## config.mk

```make
export PLATFORM = sky130hd
export DESIGN_NAME = branch_predictor
export DESIGN_NICKNAME = d
export VERILOG_FILES = /design/src/rtl/branch_predictor.sv
export SDC_FILE = /design/constraint.sdc
export NUM_CORES = 1
export LEC_CHECK = 0
export CAP_MARGIN = 20
export CORE_MARGIN = 1.5
export CORE_UTILIZATION = 47
export DETAILED_ROUTE_END_ITERATION = 10
export PLACE_DENSITY = 0.86
export SLEW_MARGIN = 20
export SYNTH_ARGS = -nofsm -noshare
export SYNTH_HDL_FRONTEND = slang
export SYNTH_SLANG_ARGS = --single-unit
```

## constraint.sdc

```tcl
create_clock -name i_clk -period 8.1 [get_ports i_clk]
set_input_delay 2.43 -clock i_clk [delete_from_list [all_inputs] [get_ports i_clk]]
set_output_delay 2.43 -clock i_clk [all_outputs]
set_load 0.005 [all_outputs]
```

## src/rtl/branch_predictor.sv

```systemverilog
// Direct-mapped 2-bit saturating-counter branch predictor with perf counters.
// Define BRANCH_PREDICTOR_BTB_EN to add per-entry valid/tag/target storage (BTB).
module branch_predictor #(
   parameter int INDEX_BITS = 6,
   parameter int TAG_BITS   = 8
) (
   input  logic        i_clk,
   input  logic        i_rst,
   input  logic [31:0] i_lookup_pc,
   output logic        o_pred_valid,
   output logic        o_pred_taken,
   output logic [31:0] o_pred_target,
   output logic        o_init_busy,
   input  logic        i_upd_en,
   input  logic [31:0] i_upd_pc,
   input  logic        i_upd_taken,
   input  logic [31:0] i_upd_target,
   output logic [31:0] o_br_cnt,
   output logic [31:0] o_mispred_cnt
);

   // state  | meaning
   // S_INIT | writing one table entry per cycle to weakly-not-taken; lookups/updates suppressed
   // S_RUN  | normal prediction and update
   typedef enum logic {
      S_INIT = 1'b0,
      S_RUN  = 1'b1
   } state_t;

   localparam int DEPTH = 2 ** INDEX_BITS;
   localparam logic [INDEX_BITS-1:0] LAST_IDX = INDEX_BITS'(DEPTH - 1);
   localparam logic [INDEX_BITS-1:0] ONE_IDX  = INDEX_BITS'(1);
   localparam logic [31:0]           CNT_MAX  = 32'hFFFF_FFFF;

   state_t                r_state;
   state_t                w_state_nxt;
   logic [INDEX_BITS-1:0] r_init_idx;
   logic [1:0]            r_ctr [DEPTH];
   logic [31:0]           r_br_cnt;
   logic [31:0]           r_mispred_cnt;

   logic                  w_run;
   logic                  w_in_init;
   logic                  w_upd_accept;
   logic                  w_pred_dir;
   logic                  w_mispred;
   logic [INDEX_BITS-1:0] w_lk_idx;
   logic [INDEX_BITS-1:0] w_up_idx;
   logic [1:0]            w_lk_ctr;
   logic [1:0]            w_up_ctr;
   logic [1:0]            w_up_ctr_nxt;
   logic                  w_unused;

   function automatic logic [1:0] f_sat_ctr(input logic [1:0] ctr, input logic taken);
      if (taken)
         return (ctr == 2'b11) ? ctr : ctr + 2'b01;
      else
         return (ctr == 2'b00) ? ctr : ctr - 2'b01;
   endfunction

   always_ff @(posedge i_clk) begin
      if (i_rst) begin
         r_state    <= S_INIT;
         r_init_idx <= '0;
      end else begin
         r_state <= w_state_nxt;
         if (r_state == S_INIT)
            r_init_idx <= r_init_idx + ONE_IDX;
      end
   end

   always_comb begin
      w_state_nxt = r_state;
      case (r_state)
         S_INIT:  if (r_init_idx == LAST_IDX) w_state_nxt = S_RUN;
         S_RUN:   w_state_nxt = S_RUN;
         default: w_state_nxt = S_INIT;
      endcase
   end

   // Reset is folded in so outputs read as idle/busy while rst is held.
   assign w_run        = (r_state == S_RUN)  & ~i_rst;
   assign w_in_init    = (r_state == S_INIT) & ~i_rst;
   assign w_upd_accept = w_run & i_upd_en;
   assign o_init_busy  = ~w_run;

   assign w_lk_idx     = i_lookup_pc[INDEX_BITS+1:2];
   assign w_up_idx     = i_upd_pc[INDEX_BITS+1:2];
   assign w_lk_ctr     = r_ctr[w_lk_idx];
   assign w_up_ctr     = r_ctr[w_up_idx];
   assign w_up_ctr_nxt = f_sat_ctr(w_up_ctr, i_upd_taken);
   assign w_mispred    = i_upd_taken ^ w_pred_dir;

`ifdef BRANCH_PREDICTOR_BTB_EN
   logic                r_valid  [DEPTH];
   logic [TAG_BITS-1:0] r_tag    [DEPTH];
   logic [31:0]         r_target [DEPTH];

   logic [TAG_BITS-1:0] w_lk_tag;
   logic [TAG_BITS-1:0] w_up_tag;
   logic                w_lk_hit;
   logic                w_up_hit;

   assign w_lk_tag      = i_lookup_pc[INDEX_BITS+TAG_BITS+1:INDEX_BITS+2];
   assign w_up_tag      = i_upd_pc[INDEX_BITS+TAG_BITS+1:INDEX_BITS+2];
   assign w_lk_hit      = r_valid[w_lk_idx] & (r_tag[w_lk_idx] == w_lk_tag);
   assign w_up_hit      = r_valid[w_up_idx] & (r_tag[w_up_idx] == w_up_tag);

   assign o_pred_valid  = w_run & w_lk_hit;
   assign o_pred_taken  = o_pred_valid & w_lk_ctr[1];
   assign o_pred_target = o_pred_valid ? r_target[w_lk_idx] : 32'h0;
   assign w_pred_dir    = w_up_hit & w_up_ctr[1];

   // A not-taken miss leaves the entry alone so a live branch is not evicted by a fall-through.
   always_ff @(posedge i_clk) begin
      if (w_in_init) begin
         r_ctr[r_init_idx]   <= 2'b01;
         r_valid[r_init_idx] <= 1'b0;
      end else if (w_upd_accept) begin
         if (w_up_hit) begin
            r_ctr[w_up_idx] <= w_up_ctr_nxt;
            if (i_upd_taken)
               r_target[w_up_idx] <= i_upd_target;
         end else if (i_upd_taken) begin
            r_valid[w_up_idx]  <= 1'b1;
            r_tag[w_up_idx]    <= w_up_tag;
            r_target[w_up_idx] <= i_upd_target;
            r_ctr[w_up_idx]    <= 2'b10;
         end
      end
   end

   assign w_unused = ^{i_lookup_pc[31:INDEX_BITS+TAG_BITS+2], i_lookup_pc[1:0],
                       i_upd_pc[31:INDEX_BITS+TAG_BITS+2], i_upd_pc[1:0]};
`else
   assign o_pred_valid  = w_run;
   assign o_pred_taken  = w_run & w_lk_ctr[1];
   assign o_pred_target = 32'h0;
   assign w_pred_dir    = w_up_ctr[1];

   always_ff @(posedge i_clk) begin
      if (w_in_init)
         r_ctr[r_init_idx] <= 2'b01;
      else if (w_upd_accept)
         r_ctr[w_up_idx] <= w_up_ctr_nxt;
   end

   assign w_unused = ^{i_lookup_pc[31:INDEX_BITS+2], i_lookup_pc[1:0],
                       i_upd_pc[31:INDEX_BITS+2], i_upd_pc[1:0], i_upd_target};
`endif

   always_ff @(posedge i_clk) begin
      if (i_rst) begin
         r_br_cnt      <= '0;
         r_mispred_cnt <= '0;
      end else if (w_upd_accept) begin
         if (r_br_cnt != CNT_MAX)
            r_br_cnt <= r_br_cnt + 32'd1;
         if (w_mispred && (r_mispred_cnt != CNT_MAX))
            r_mispred_cnt <= r_mispred_cnt + 32'd1;
      end
   end

   assign o_br_cnt      = r_br_cnt;
   assign o_mispred_cnt = r_mispred_cnt;

endmodule

```

==> flow_summary.rst, run 1 <==
.. list-table::
   :header-rows: 1

   * - Metric
     - Value
   * - Mapped Avg Cell Area
     - 11.3 um^2
   * - Main flop type after synthesis
     - edfxtp_1
   * - Path category of the worst min-delay check
     - reg2reg
   * - Root buf cell
     - clkbuf_16
   * - Aggregate global-route resource usage
     - 0.218
   * - Share of the cycle needed by the critical path after routing
     - 0.967
   * - Crit path DAT
     - around 5.4 ns
   * - Drt wl/cell
     - between 15 and 20 um
   * - EDFF count, synth
     - between 100 and 150
   * - Seq/Total Area, Yosys
     - 0.514
   * - Uppermost routed layer
     - met4
   * - Category of the most critical setup path
     - in2out
   * - WL met1
     - 9330 um
   * - Final-report max-slew violation count
     - 0
   * - Area leader, netlist
     - edfxtp_1
   * - Global-route wire length before repair
     - around 38,000 um
   * - Area added between synthesis and finish
     - 14.9%
   * - Maximum number of pins on one net before global-route repair
     - between 90 and 100
   * - Number of design rule violations left after detail routing
     - 0
   * - Number of flip-flops and latches in the synthesized netlist
     - approximately 200
   * - Slew at the pin with the worst max-slew slack
     - about 1 ns
   * - Critical path required time
     - between 5 and 6 ns
   * - Ports placed on the boundary
     - 199
   * - Area fraction of the dominant cell type after synthesis
     - 0.376
   * - Total gr overflow
     - 0
   * - Die ar.
     - about 0.023 mm^2
   * - Register-to-register setup slack
     - 4.89 ns
   * - Final WL
     - 24,000 um
   * - Wire length on met2
     - 11,800 um
   * - Netlist cell types
     - 66
   * - Startpoint of the tightest hold check path
     - o_mispred_cnt[2]$_SDFFE_PP0P_
   * - DRC marker count from the first detailed-route iteration
     - 827
   * - Number of global-route vias before repair
     - 7,073
   * - Clock tree from TritonCTS
     - built
   * - Peak ir drop on the vdd network
     - around 0.17 mV
   * - Endpoint of the most critical register-to-register path
     - r_ctr[29][1]$_DFFE_PP_
   * - H-tree depth reported by CTS
     - 4
   * - Antenna violation net count after detailed routing
     - 0
   * - Fraction of final layout cells sized beyond drive strength 1
     - 0.118
   * - Total half-perimeter wirelength after legalization and detailed placement
     - 15,900 um
   * - CTS hold repair buffers
     - 0
   * - Normalized max-slew margin
     - 0.331
   * - CTS-repair resized insts
     - 0
   * - Cell Pwr Density
     - around 170 mW/mm^2
   * - Maximum buffer depth of the clock tree
     - 2
   * - Static leakage power
     - between 0.004 and 0.005 uW
   * - GPL Wtd Cong
     - 0.876
   * - Async set-reset flop share out of synthesis
     - 0
   * - Hold Fails Final Rpt
     - 0
   * - CTS clk-pin slew, worst paths
     - around 0.070 ns
   * - Status
     - complete, no violations
   * - # setup viols final
     - 0
   * - Total via count in the routed design
     - about 7,500
   * - Placement row count
     - between 50 and 60
   * - Via/cell ratio
     - 6.00
   * - Worst hold slack
     - between 0.5 and 0.6 ns
   * - Core ar.
     - between 0.02 and 0.025 mm^2
   * - Max Fclk
     - around 0.13 GHz
   * - Hold-critical path endpoint
     - o_mispred_cnt[2]$_SDFFE_PP0P_
   * - Count of max-cap constraint violations
     - 0
   * - Clock latency on the worst-skew pair
     - ~0.43 ns
   * - Die span in x
     - 151 um
   * - Initial core utilization
     - 0.482
   * - Final Net Count
     - 1,072
   * - RSZ-0062 raised after global routing
     - false
   * - Number of sinks driven by the clock tree
     - between 150 and 200
   * - Number of CTS-inserted buffers
     - 17
   * - Number of standard cells after synthesis
     - approximately 900
   * - Number of antenna violations at the first check in global routing
     - 0
   * - Input/output buffers
     - 82
   * - Detailed route wirelength on metal3
     - 1930 um
   * - Leading cell types by total area after synthesis
     - edfxtp_1 (38%), dfxtp_1 (14%), mux4_2 (8.8%), nor2_1 (5.1%), mux2i_1 (3.2%)
   * - Launch instance of the worst register-to-register path
     - r_ctr[25][1]$_DFFE_PP_
   * - Die extent in y
     - approximately 150 um
   * - Nature of the critical path endpoint
     - primary output
   * - Final setup skew
     - roughly 0.01 ns
   * - Number of cells on the worst reg-to-reg path
     - 9
   * - Hold Path Cell Cnt
     - 1
   * - Syn. warnings
     - 0
   * - Summed negative setup slack over all endpoints
     - 0 ns
   * - Category of the worst setup path launch point
     - input port
   * - Shortest period the worst path allows
     - approximately 7.8 ns
   * - Post-synthesis cell area
     - between 0.01 and 0.015 mm^2
   * - Total iterations of the first detailed-routing run
     - 6
   * - Number of antenna cells inserted
     - 0
   * - Number of buffers inserted to repair setup after CTS
     - 0
   * - Worst Path Max Fanout
     - 16
==> routing by layer <==
layer / GRT usage / vias to the layer above
met5: 0 / -
met4: 0.110 / 0
met3: 0.0318 / 73
met2: 0.354 / 396
met1: 0.284 / 3642
li1: - / 3435
==> where the power goes <==
group	internal (uW)	switching, uW	leakage, uW
combinational	42.2	75.3	0.00193
sequential	1070	3.08	0.00197
clock	466	372	0.000274
==> worst max path at each step <==
stage,start,end,slack (ns),depth (start not counted)
after detailed placement,i_lookup_pc[2],o_pred_taken,0.27,7
after CTS,i_lookup_pc[2],o_pred_taken,0.26,7
after floorplan,i_upd_pc[2],r_ctr[0][0]$_DFFE_PP_,0.34,12
final,i_lookup_pc[2],o_pred_taken,0.27,7
after global placement,i_lookup_pc[2],o_pred_taken,0.28,7
after global routing,i_lookup_pc[2],o_pred_taken,0.21,7
==> per-stage QoR <==
step,utilization,setup WS (ns),std cells,total power [uW],instance area (um^2)
2_1_floorplan,-,0.336,934,1190,10300
4_1_cts,0.554,0.261,1257,2040,11700
5_1_grt,0.554,0.213,1257,2090,11800
3_3_place_gp,0.526,0.276,1225,1210,11200
6_report,0.554,0.269,1257,2030,11800
3_5_place_dp,0.526,0.273,1225,1210,11200
==> registers in the layout (all words and copies together), names as in the netlist <==
name	count
o_mispred_cnt	32
r_ctr	128
r_init_idx	6
o_br_cnt	32
r_state	1
==> critical path, stage by stage <==
cell             delay [ns]
clkdlybuf4s50_1        0.50
buf_12                 0.21
mux4_2                 0.54
mux4_2                 0.53
mux4_2                 0.56
and2_1                 0.19
clkdlybuf4s50_1        0.43
==> placed cells by master, fill, tap and decap left out, types with 16 or more instances in the layout <==
master           Yosys  layout
xnor2_1             16      16
mux2i_1             33      33
conb_1               1      32
edfxtp_1           128     128
mux2_2              22      22
nand3_1             32      32
dfxtp_1             71      71
nand4_1             28      28
nand2_1             60      60
nor2b_1             33      33
nor2_1             139     138
clkbuf_16            0      17
mux4_2              40      40
and3_1              16      16
nor3_1              18      18
clkdlybuf4s50_1      0      80
a21oi_1             18      18
==> synth_stat cells, types with 7 or more instances <==
master / instances
o21ai_0: 16
mux4_2: 40
dfxtp_1: 71
and4_1: 14
xnor2_1: 16
inv_1: 13
clkbuf_1: 28
nor3_1: 18
buf_4: 36
nor4_1: 7
edfxtp_1: 128
a22oi_1: 15
or3_1: 13
nor2_1: 139
mux2i_1: 33
nor2b_1: 33
nand4_1: 28
xor2_1: 15
nand3_1: 32
and3_1: 16
nand2_1: 60
a21oi_1: 18
mux2_2: 22
==> area by class of cell <==
type	count	area (um^2)
multi-input combinational	644	4590
fill	1682	9470
sequential	199	5270
clock inverter	13	146
tap	275	344
inverter	13	48.8
clock buffer	19	443
timing repair buffer	94	913
==> kinds of logic (layout without fill, tap and decap cells) <==
kind of cell / after synthesis / count (layout) / synth area share
AO/OA/AOI/OAI: 86 / 86 / 0.0582
XOR/XNOR: 31 / 31 / 0.0265
adder cells (fa/ha/maj): 4 / 4 / 0.00465
buffers and inverters: 91 / 139 / 0.0505
flip-flops: 199 / 199 / 0.514
multiplexers: 102 / 102 / 0.154
other: 1 / 32 / 0.000366
AND/OR/NAND/NOR: 389 / 389 / 0.191
Note: power is estimated with default switching activity, not from simulation.
==> run 2: changes to the inputs <==
--- a/config.mk
+++ b/config.mk
@@ -9,6 +9,7 @@
 export CORE_MARGIN = 1.5
 export CORE_UTILIZATION = 47
 export DETAILED_ROUTE_END_ITERATION = 10
+export GPL_TIMING_DRIVEN = 0
 export PLACE_DENSITY = 0.86
 export SLEW_MARGIN = 20
 export SYNTH_ARGS = -nofsm -noshare
==> flow_summary.rst, run 2 (synthesized netlist as in run 1, its figures left out) <==
.. list-table::
   :header-rows: 1

   * - Metric
     - Value
   * - Endpoint of the most critical register-to-register path
     - r_ctr[11][1]$_DFFE_PP_
   * - Final setup skew
     - 0.0145 ns
   * - Number of cells on the worst reg-to-reg path
     - 8
   * - Normalized max-slew margin
     - 0.274
   * - Total gr overflow
     - 0
   * - CTS-repair resized insts
     - 3
   * - Static leakage power
     - between 0.004 and 0.005 uW
   * - Buffers & Inverters on Critical Path
     - 3
   * - Ports placed on the boundary
     - about 200
   * - H-tree depth reported by CTS
     - 4
   * - Initial core utilization
     - 0.482
   * - Input/output buffers
     - 78
   * - Slew at the pin with the worst max-slew slack
     - approximately 1.1 ns
   * - Max Fclk
     - around 0.13 GHz
   * - Final WL
     - 26,900 um
   * - Number of design rule violations left after detail routing
     - 0
   * - Die extent in y
     - 151 um
   * - Nature of the critical path endpoint
     - primary output
   * - Crit path DAT
     - approximately 5.6 ns
   * - Area used by sequential logic in the layout
     - roughly 0.0053 mm^2
   * - Drt wl/cell
     - around 20 um
   * - Peak ir drop on the vdd network
     - 0.157 mV
   * - Count of max-cap constraint violations
     - 0
   * - Number of buffers inserted to repair setup after CTS
     - 0
   * - Via/cell ratio
     - slightly above 6
   * - Share of the cycle needed by the critical path after routing
     - 0.987
   * - Startpoint of the tightest hold check path
     - o_mispred_cnt[3]$_SDFFE_PP0P_
   * - CTS hold repair buffers
     - 0
   * - Hold-critical path endpoint
     - o_mispred_cnt[3]$_SDFFE_PP0P_
   * - Footprint of the multi-input gates
     - about 0.0046 mm^2
   * - WL met1
     - 10,300 um
   * - Final-report max-slew violation count
     - 0
   * - Number of CTS-inserted buffers
     - 17
   * - Number of global-route vias before repair
     - between 7,000 and 8,000
   * - Category of the most critical setup path
     - in2out
   * - Shortest period the worst path allows
     - between 7 and 8 ns
   * - Clock latency on the worst-skew pair
     - around 0.45 ns
   * - Worst Path Max Fanout
     - 10
   * - GPL Wtd Cong
     - just under 1
   * - Die ar.
     - roughly 0.023 mm^2
   * - Max reg flops
     - between 100 and 150
   * - Core ar.
     - about 0.021 mm^2
   * - Maximum number of pins on one net before global-route repair
     - 36
   * - Antenna violation net count after detailed routing
     - 0
   * - Most used cell, CP
     - mux4_2
   * - Highest cell delay on the worst timing path
     - about 0.6 ns
   * - Area added between synthesis and finish
     - 19.1%
   * - Detailed route wirelength on metal3
     - around 2600 um
   * - Path category of the worst min-delay check
     - reg2reg
   * - Critical path, cell by cell
     - clkbuf_2 -> buf_2 -> mux4_2 -> mux4_2 -> mux4_2 -> and2_1 -> clkdlybuf4s50_1
   * - Final Net Count
     - around 1,100
   * - Global-route wire length before repair
     - roughly 40,000 um
   * - Total iterations of the first detailed-routing run
     - 6
   * - Uppermost routed layer
     - met4
   * - CTS clk-pin slew, worst paths
     - roughly 0.07 ns
   * - Aggregate global-route resource usage
     - 0.241
   * - Cell Pwr Density
     - roughly 170 mW/mm^2
   * - Maximum buffer depth of the clock tree
     - 2
   * - Final core utilization
     - 0.574
   * - Most common library cell in the layout ignoring fill and taps
     - nor2_1
   * - DRC marker count from the first detailed-route iteration
     - approximately 1,100
   * - Wire length on met2
     - about 13,000 um
   * - Setup slack after placement
     - -0.490 ns
   * - Final Worst Setup Slack
     - 0.109 ns
   * - Register bank with the most flops
     - r_ctr
   * - Status
     - complete, no violations
   * - Gate family responsible for the most delay along the worst path
     - multiplexers
   * - Register-to-register setup slack
     - between 4 and 5 ns
   * - Fraction of final layout cells sized beyond drive strength 1
     - 0.147
   * - Filler cell count
     - about 1,700
   * - Placement row count
     - between 50 and 60
   * - Cell at the slowest stage of the critical path
     - mux4_2
   * - Worst hold slack
     - 0.501 ns
   * - Critical path required time
     - between 5 and 6 ns
   * - Number of antenna violations at the first check in global routing
     - 0
   * - Hold Fails Final Rpt
     - 0
   * - Hold Path Cell Cnt
     - 1
   * - Total via count in the routed design
     - slightly above 8,000
   * - Category of the worst setup path launch point
     - input port
   * - Leading cell types in the layout, fill and taps excluded
     - nor2_1 (138), edfxtp_1 (128), clkdlybuf4s50_1 (78), dfxtp_1 (71), nand2_1 (60)
   * - Root buf cell
     - clkbuf_16
   * - # setup viols final
     - 0
   * - Die span in x
     - approximately 150 um
   * - RSZ-0062 raised after global routing
     - false
   * - Number of sinks driven by the clock tree
     - 199
   * - Total half-perimeter wirelength after legalization and detailed placement
     - roughly 19,000 um
   * - Launch instance of the worst register-to-register path
     - r_ctr[10][1]$_DFFE_PP_
   * - Clock tree from TritonCTS
     - built
-- run 2: changes by cell type in the layout (fill, tap and decap cells not counted), moves of 2 or more --
cell,change
clkbuf_1,+27
buf_4,+25
buf_1,+4
buf_2,+4
clkinvlp_4,-4
buf_16,+3
buf_6,+3
clkbuf_8,+3
inv_4,+3
clkbuf_2,+2
clkdlybuf4s50_1,-2
clkinv_4,-2
-- run 2: per-layer routing --
metal | global-route usage | up-vias
li1 | - | 3565
met1 | 0.309 | 3871
met2 | 0.383 | 543
met3 | 0.0518 | 112
met4 | 0.125 | 0
met5 | 0 | -
-- run 2: worst max path at each step --
| stage | from | to | slack, ns | depth (start not counted) |
|---|---|---|---|---|
| after detailed placement | i_lookup_pc[2] | o_pred_taken | -0.49 | 7 |
| final | i_lookup_pc[2] | o_pred_taken | 0.11 | 7 |
| after global routing | i_lookup_pc[2] | o_pred_taken | 0.04 | 7 |
| after CTS | i_lookup_pc[3] | o_pred_taken | 0.007 | 7 |
| after floorplan | i_upd_pc[2] | r_ctr[0][0]$_DFFE_PP_ | 0.34 | 12 |
| after global placement | i_upd_pc[3] | r_ctr[22][0]$_DFFE_PP_ | -2.94 | 11 |
-- run 2: final cells by class --
class	count	area share
Sequential cell	199	0.432
Clock buffer	24	0.0421
Antenna cell	1	0.000205
Inverter	13	0.00400
Timing Repair Buffer	81	0.0708
Tap cell	275	0.0282
Multi-Input combinational cell	644	0.377
Clock inverter	8	0.00688
Buffer	78	0.0387
-- run 2: report_power, final --
part | switching (uW) | leakage [uW] | internal, uW
clock | 377 | 0.000298 | 479
sequential | 2.28 | 0.00197 | 1070
combinational | 87.6 | 0.00218 | 54.5
total | 467 | 0.00444 | 1600
-- run 2: metrics by stage --
stage               setup TNS [ns]  instances  total power (uW)  cell area, um^2
floorplan                        0        934              1190            10300
global placement           -235.64       1287              1220            11500
detailed placement          -0.490       1290              1230            11600
CTS                              0       1322              2070            12200
global route                     0       1322              2120            12200
finish                           0       1323              2070            12200
